[config.mk]
export PLATFORM = sky130hd
export DESIGN_NAME = lcd_msg_scheduler_flat
export DESIGN_NICKNAME = d
export VERILOG_FILES = /design/src/rtl/lcd_pkg.sv /design/src/rtl/lcd_msg_scheduler_if.sv /design/src/rtl/msg_fifo.sv /design/src/rtl/lcd_msg_scheduler.sv /design/src/flat_wrapper.sv
export SDC_FILE = /design/constraint.sdc
export NUM_CORES = 1
export LEC_CHECK = 0
export ABC_AREA = 1
export CAP_MARGIN = 20
export CORE_UTILIZATION = 60
export CTS_CLUSTER_SIZE = 8
export DETAILED_ROUTE_END_ITERATION = 16
export GPL_TIMING_DRIVEN = 0
export PLACE_DENSITY = 0.81
export REMOVE_ABC_BUFFERS = 1
export SLEW_MARGIN = 0
export SYNTH_ARGS = -nofsm -noshare
export SYNTH_HDL_FRONTEND = slang
export SYNTH_SLANG_ARGS = --single-unit
[constraint.sdc]
create_clock -name clk -period 6.2 [get_ports clk]
set_input_delay 1.24 -clock clk [delete_from_list [all_inputs] [get_ports clk]]
set_output_delay 1.24 -clock clk [all_outputs]
set_load 0.02 [all_outputs]
[src/rtl/lcd_pkg.sv]
// Shared definitions for the LCD message path: FSM encoding, idle code and event-to-code mapping.
// Also used by LCD1604_controller's message table.
package lcd_pkg;

  localparam logic [1:0] StIdle = 2'd0;
  localparam logic [1:0] StLoad = 2'd1;
  localparam logic [1:0] StShow = 2'd2;

  localparam logic [3:0] LcdIdleMsg = 4'd0;

  // Event index i is displayed as message code i+1; code 0 is reserved for idle.
  function automatic logic [3:0] evt_code(input int idx);
    return 4'(idx + 1);
  endfunction

endpackage

[src/rtl/lcd_msg_scheduler_if.sv]
// Event/message bundle between the system event sources and the LCD message scheduler.
interface lcd_msg_scheduler_if #(
  parameter int unsigned NUM_EVT = 8
);
  logic [NUM_EVT-1:0] evt_i;
  logic [3:0]         mensaje;
  logic               ready_o;
  logic               fifo_full_o;
  logic               coalesce_o;

  modport master (
    output evt_i,
    input  mensaje, ready_o, fifo_full_o, coalesce_o
  );

  modport slave (
    input  evt_i,
    output mensaje, ready_o, fifo_full_o, coalesce_o
  );
endinterface

[src/rtl/msg_fifo.sv]
// Synchronous circular-buffer FIFO with combinational head read and registered full flag.
module msg_fifo #(
  parameter int unsigned WIDTH = 4,
  parameter int unsigned DEPTH = 4
) (
  input  logic                   clk,
  input  logic                   reset,
  input  logic                   i_push,
  input  logic [WIDTH-1:0]       i_wdata,
  input  logic                   i_pop,
  output logic [WIDTH-1:0]       o_rdata,
  output logic [$clog2(DEPTH):0] o_count,
  output logic                   o_full
);
  localparam int unsigned AW = $clog2(DEPTH);
  localparam int unsigned CW = AW + 1;
  localparam logic [CW-1:0] FullCnt = CW'(DEPTH);

  logic [WIDTH-1:0] r_mem [DEPTH];
  logic [AW-1:0]    r_wr_ptr, r_rd_ptr;
  logic [CW-1:0]    r_count, w_count_d;
  logic             r_full;
  logic             w_wr, w_rd;

  // A push into a full buffer is legal when the head is consumed in the same cycle.
  assign w_wr = i_push & (~r_full | i_pop);
  assign w_rd = i_pop & (r_count != '0);

  always_comb begin
    w_count_d = r_count;
    case ({w_wr, w_rd})
      2'b10:   w_count_d = r_count + 1'b1;
      2'b01:   w_count_d = r_count - 1'b1;
      default: w_count_d = r_count;
    endcase
  end

  always_ff @(posedge clk or negedge reset) begin
    if (!reset) begin
      r_wr_ptr <= '0;
      r_rd_ptr <= '0;
      r_count  <= '0;
      r_full   <= 1'b0;
    end else begin
      if (w_wr) r_wr_ptr <= r_wr_ptr + 1'b1;
      if (w_rd) r_rd_ptr <= r_rd_ptr + 1'b1;
      r_count <= w_count_d;
      r_full  <= (w_count_d == FullCnt);
    end
  end

  always_ff @(posedge clk) begin
    if (w_wr) r_mem[r_wr_ptr] <= i_wdata;
  end

  assign o_rdata = r_mem[r_rd_ptr];
  assign o_count = r_count;
  assign o_full  = r_full;
endmodule

[src/rtl/lcd_msg_scheduler.sv]
// Turns event pulses into queued 4-bit message codes, each held on mensaje for a dwell time.
// Optional macro LCD_MSG_DEDUP_EN drops a push that repeats the still-live last pushed code.
module lcd_msg_scheduler
  import lcd_pkg::*;
#(
  parameter int unsigned NUM_EVT      = 8,
  parameter int unsigned FIFO_DEPTH   = 4,
  parameter int unsigned DWELL_CYCLES = 50_000_000,
  parameter logic [3:0]  IDLE_MSG     = LcdIdleMsg
) (
  input  logic          clk,
  input  logic          reset,
  lcd_msg_scheduler_if.slave bus
);
  localparam int unsigned TW = $clog2(DWELL_CYCLES);
  localparam int unsigned CW = $clog2(FIFO_DEPTH) + 1;
  localparam logic [CW-1:0] DepthCnt  = CW'(FIFO_DEPTH);
  localparam logic [TW-1:0] TimerLoad = TW'(DWELL_CYCLES - 1);

  logic [NUM_EVT-1:0] r_pend, w_sel, w_clr;
  logic [3:0]         w_code, w_head;
  logic               w_any, w_grant, w_dup, w_push, w_pop;
  logic [CW-1:0]      w_count;
  logic               w_full;
  logic               r_coalesce;

  logic [1:0]    r_state, w_state_d;
  logic [3:0]    r_msg, w_msg_d;
  logic          r_ready, w_ready_d;
  logic [TW-1:0] r_timer, w_timer_d;

  // Lowest pending index wins: scan downwards so the last hit is the smallest.
  always_comb begin
    w_sel  = '0;
    w_code = '0;
    w_any  = 1'b0;
    for (int i = int'(NUM_EVT) - 1; i >= 0; i--) begin
      if (r_pend[i]) begin
        w_sel    = '0;
        w_sel[i] = 1'b1;
        w_code   = evt_code(i);
        w_any    = 1'b1;
      end
    end
  end

  assign w_pop   = (r_state == StLoad);
  assign w_grant = w_any & ((w_count < DepthCnt) | w_pop);
  assign w_clr   = w_grant ? w_sel : '0;
  assign w_push  = w_grant & ~w_dup;

`ifdef LCD_MSG_DEDUP_EN
  logic [3:0] r_last_code;

  // With an empty queue the last pushed entry is live only while it is being displayed.
  assign w_dup = w_grant & (w_code == r_last_code) & ((w_count != '0) | (r_state == StShow));

  always_ff @(posedge clk or negedge reset) begin
    if (!reset)      r_last_code <= IDLE_MSG;
    else if (w_push) r_last_code <= w_code;
  end
`else
  assign w_dup = 1'b0;
`endif

  always_ff @(posedge clk or negedge reset) begin
    if (!reset) begin
      r_pend     <= '0;
      r_coalesce <= 1'b0;
    end else begin
      // A fresh event on the bit being pushed re-arms it.
      r_pend     <= (r_pend & ~w_clr) | bus.evt_i;
      r_coalesce <= (|(bus.evt_i & r_pend & ~w_clr)) | w_dup;
    end
  end

  msg_fifo #(
    .WIDTH (4),
    .DEPTH (FIFO_DEPTH)
  ) u_fifo (
    .clk     (clk),
    .reset   (reset),
    .i_push  (w_push),
    .i_wdata (w_code),
    .i_pop   (w_pop),
    .o_rdata (w_head),
    .o_count (w_count),
    .o_full  (w_full)
  );

  always_comb begin
    w_state_d = r_state;
    w_msg_d   = r_msg;
    w_ready_d = r_ready;
    w_timer_d = r_timer;
    case (r_state)
      StIdle: begin
        w_msg_d   = IDLE_MSG;
        w_ready_d = 1'b1;
        if (w_count != '0) w_state_d = StLoad;
      end
      StLoad: begin
        w_msg_d   = w_head;
        w_ready_d = 1'b0;
        w_timer_d = TimerLoad;
        w_state_d = StShow;
      end
      StShow: begin
        w_ready_d = 1'b1;
        if (r_timer == '0) begin
          if (w_count != '0) begin
            w_state_d = StLoad;
          end else begin
            w_msg_d   = IDLE_MSG;
            w_ready_d = 1'b0;
            w_state_d = StIdle;
          end
        end else begin
          w_timer_d = r_timer - 1'b1;
        end
      end
      default: w_state_d = StIdle;
    endcase
  end

  always_ff @(posedge clk or negedge reset) begin
    if (!reset) begin
      r_state <= StIdle;
      r_msg   <= IDLE_MSG;
      r_ready <= 1'b0;
      r_timer <= '0;
    end else begin
      r_state <= w_state_d;
      r_msg   <= w_msg_d;
      r_ready <= w_ready_d;
      r_timer <= w_timer_d;
    end
  end

  assign bus.mensaje     = r_msg;
  assign bus.ready_o     = r_ready;
  assign bus.fifo_full_o = w_full;
  assign bus.coalesce_o  = r_coalesce;
endmodule

[src/flat_wrapper.sv]
// flat-port wrapper written by rule: the top's interface ports become plain ports
module lcd_msg_scheduler_flat import lcd_pkg::*;
#(
  parameter int unsigned NUM_EVT      = 8,
  parameter int unsigned FIFO_DEPTH   = 4,
  parameter int unsigned DWELL_CYCLES = 50_000_000,
  parameter logic [3:0]  IDLE_MSG     = LcdIdleMsg
)
  (clk, reset, bus_evt_i, bus_mensaje, bus_ready_o, bus_fifo_full_o, bus_coalesce_o);
  lcd_msg_scheduler_if #(.NUM_EVT(NUM_EVT)) bus_i ();
  input  logic clk;
  input  logic reset;
  input wire logic [$bits(bus_i.evt_i)-1:0] bus_evt_i;
  output wire logic [$bits(bus_i.mensaje)-1:0] bus_mensaje;
  output wire logic [$bits(bus_i.ready_o)-1:0] bus_ready_o;
  output wire logic [$bits(bus_i.fifo_full_o)-1:0] bus_fifo_full_o;
  output wire logic [$bits(bus_i.coalesce_o)-1:0] bus_coalesce_o;
  assign bus_i.evt_i = bus_evt_i;
  assign bus_mensaje = bus_i.mensaje;
  assign bus_ready_o = bus_i.ready_o;
  assign bus_fifo_full_o = bus_i.fifo_full_o;
  assign bus_coalesce_o = bus_i.coalesce_o;
  lcd_msg_scheduler #(.NUM_EVT(NUM_EVT), .FIFO_DEPTH(FIFO_DEPTH), .DWELL_CYCLES(DWELL_CYCLES), .IDLE_MSG(IDLE_MSG)) u_core (.clk(clk), .reset(reset), .bus(bus_i));
endmodule
==> flow_summary.yaml <==
status:
  status: "complete, no violations"
sta:
  relSlewSlack: 0.385
  fin_crit_ns: 2.81
  setup_tns_ns: 0
  final_hold_viol_count: 0
  slew_violations: 0
  fmax_ghz: 0.356
  skew_ns: 0.00886
  fin_crit_sh: 0.453
  worst_pin_slew_ns: 0.921
  rsz0062_at_grt: "false"
  setup_viol: 0
  holdWs_ns: 0.475
min_path:
  hold_path_class: "flip-flop to flip-flop"
  min-delay-start: "u_core.bus.mensaje[0]"
cts:
  cts_setup_buffers: 0
  cts-root-buf: "clkbuf_8"
  cts_max_level: 3
  cts_hold_buf: 0
  clockBufferDepth: 2
  path_clk_slew_ns: 0.07
  clock_latency_ns: 0.36
  cts_resized: 0
  cts_tree: "yes"
  cts-buffers-inserted: 9
  clock-sinks: 66
run:
  drv_cap: 0
detailed_routing:
  ant_nets: 0
  drtIter0Drc: 194
  vias: 3260
  vias_per_cell: 5.40
  drc: 0
  drt_pass1_iterations: 5
  post_drt_wl_per_cell_um: 12.8
  drt-total-wl_um: 7740
die:
  start_util: 0.633
  die_h_um: 81.5
  die_area_um2: 6640
  io_pins: 17
  die_w_um: 81.5
  rows: 28
  core_um2: 5990
setup_path:
  crit_type: "flip-flop to flip-flop"
  crit_arrival_ns: 3.07
  cp_data_required_time_ns: 6.46
  crit_path_start_kind: "flip-flop"
  crit_fanout: 8
  crit_path_end_kind: "flip-flop"
  r2r_slack_ns: 3.39
  crit_start: "u_core.r_pend[3]"
  rr_startpoint: "u_core.r_pend[3]"
grt:
  grt_overflow: 0
  grt_max_degree: 39
  track_usage: 0.258
  antenna_found_initial: 0
  first_global_vias: 2861
  grt_pass1_wl_um: 12700
synth:
  synth_cell_types: 29
  avgSynthCellArea_um2: 7.51
  synthTopCellsByArea: "dfrtp_1 (33%), nand2_1 (16%), edfxtp_1 (13%)"
  ys_seq_area_frac: 0.457
  synthCells: 505
  synth.top_cell.area_share: 0.330
  synth_area_um2: 3790
  ys_warn_count: 0
  yosys.area.top_type: "dfrtp_1"
  synth_seq_cells: 66
cells_and_area:
  drive_gt1_frac: 0.0851
  area_growth_pct: 11.6
  nNetsFinal: 541
  fill_cells: 480
  final_cell_mix: "nand2_1 (157), inv_1 (70), nor2_1 (64)"
  multi_input_area_um2: 1730
  final_common_cell: "nand2_1"
  antennaDiodeCount: 0
  regArea_um2: 1730
pwr:
  peakVddDrop_mv: 0.157
  p_leak_uw: 0.00209
  powerDensity_nw_per_um2: 212
place:
  gp_congestion: 0.912
  io_buffer_count: 16
  place_hpwl_um: 5540
## cells by family (layout without fill, tap and decap cells)
| family | count (synthesis) | after routing | share of synthesized area |
|---|---|---|---|
| AND/OR/NAND/NOR | 305 | 305 | 0.340 |
| buffers and inverters | 80 | 104 | 0.0878 |
| flip-flops | 66 | 66 | 0.457 |
| AO/OA/AOI/OAI | 39 | 39 | 0.0723 |
| XOR/XNOR | 8 | 8 | 0.0185 |
| adder cells (fa/ha/maj) | 7 | 7 | 0.0251 |
## flip-flops by register name, indices dropped and copies added, names as in the netlist
signal	cells
u_core.r_timer	26
u_core.u_fifo.r_mem	16
u_core.r_pend	8
u_core.bus.mensaje	4
u_core.u_fifo.o_count	3
u_core.r_state	2
u_core.u_fifo.r_rd_ptr	2
u_core.u_fifo.r_wr_ptr	2
u_core.bus.coalesce_o	1
u_core.bus.ready_o	1
u_core.u_fifo.o_full	1
## worst max-delay path, cell delays in order (launching register included)
cell and delay, ns:
dfrtp_1 0.44, nor2_1 0.22, nand2_1 0.10, nor2_1 0.14, nand2_1 0.18, nand2_1 0.12
inv_1 0.08, nand2_2 0.14, ha_1 0.16, inv_1 0.07, fa_1 0.39, a21oi_1 0.15
o21ai_0 0.11, xnor2_1 0.20, nor3b_1 0.21
## cell type report
| cell class | instances | share of cell area |
|---|---|---|
| Clock inverter | 5 | 0.0243 |
| Inverter | 71 | 0.0630 |
| Multi-Input combinational cell | 359 | 0.409 |
| Timing Repair Buffer | 17 | 0.0414 |
| Clock buffer | 11 | 0.0311 |
| Sequential cell | 66 | 0.409 |
| Tap cell | 75 | 0.0222 |
## path summary, 6_finish.rpt
path,cells past startpoint,end
setup / recovery,14,u_core.u_fifo.o_full
hold / removal,2,u_core.bus.mensaje[0]
setup reg to reg,14,u_core.u_fifo.o_full
hold reg to reg,2,u_core.bus.mensaje[0]
max in group asynchronous,2,u_core.r_pend[1]
min in group asynchronous,1,u_core.r_timer[15]
## stage by stage
step	area, µm²	utilization	setup slack (ns)	cells	total power [µW]
2_1_floorplan	3720	-	3.80	496	456
4_1_cts	4230	0.706	3.41	604	902
3_5_place_dp	4000	0.667	3.46	588	470
6_report	4230	0.706	3.39	604	899
3_3_place_gp	3980	0.664	2.40	587	469
5_1_grt	4230	0.706	3.13	604	924
## routing by layer
metal / GRT usage / part of all wire / vias to the layer above
met3: 0.0567 / 0.049 / 16
li1: - / - / 1634
met5: 0 / 0 / -
met4: 0.113 / 0.023 / 0
met1: 0.342 / 0.48 / 1509
met2: 0.407 / 0.45 / 101
## cells in the mapped netlist
master    instances
a21o_1            6
a21oi_1           5
a31oi_1           1
buf_1             2
buf_2             2
buf_6             4
clkbuf_1          1
dfrtp_1          50
edfxtp_1         16
fa_1              1
ha_1              6
inv_1            70
inv_2             1
nand2_1         157
nand2_2           7
nand3_1          52
nand4_1           5
nor2_1           65
nor2_2            4
nor2_4            2
nor3_1            9
nor3b_1           1
o21ai_0          10
o21ai_2          12
o21bai_1          1
o311ai_0          4
or2_2             3
xnor2_1           2
xor2_1            6
## report_power, final
part | total (µW) | internal (µW) | switching (µW)
logic | 17.8 | 7.82 | 9.97
registers | 443 | 443 | 0.0275
clock network | 438 | 268 | 170
No activity file was read; power rests on OpenSTA's default activity.
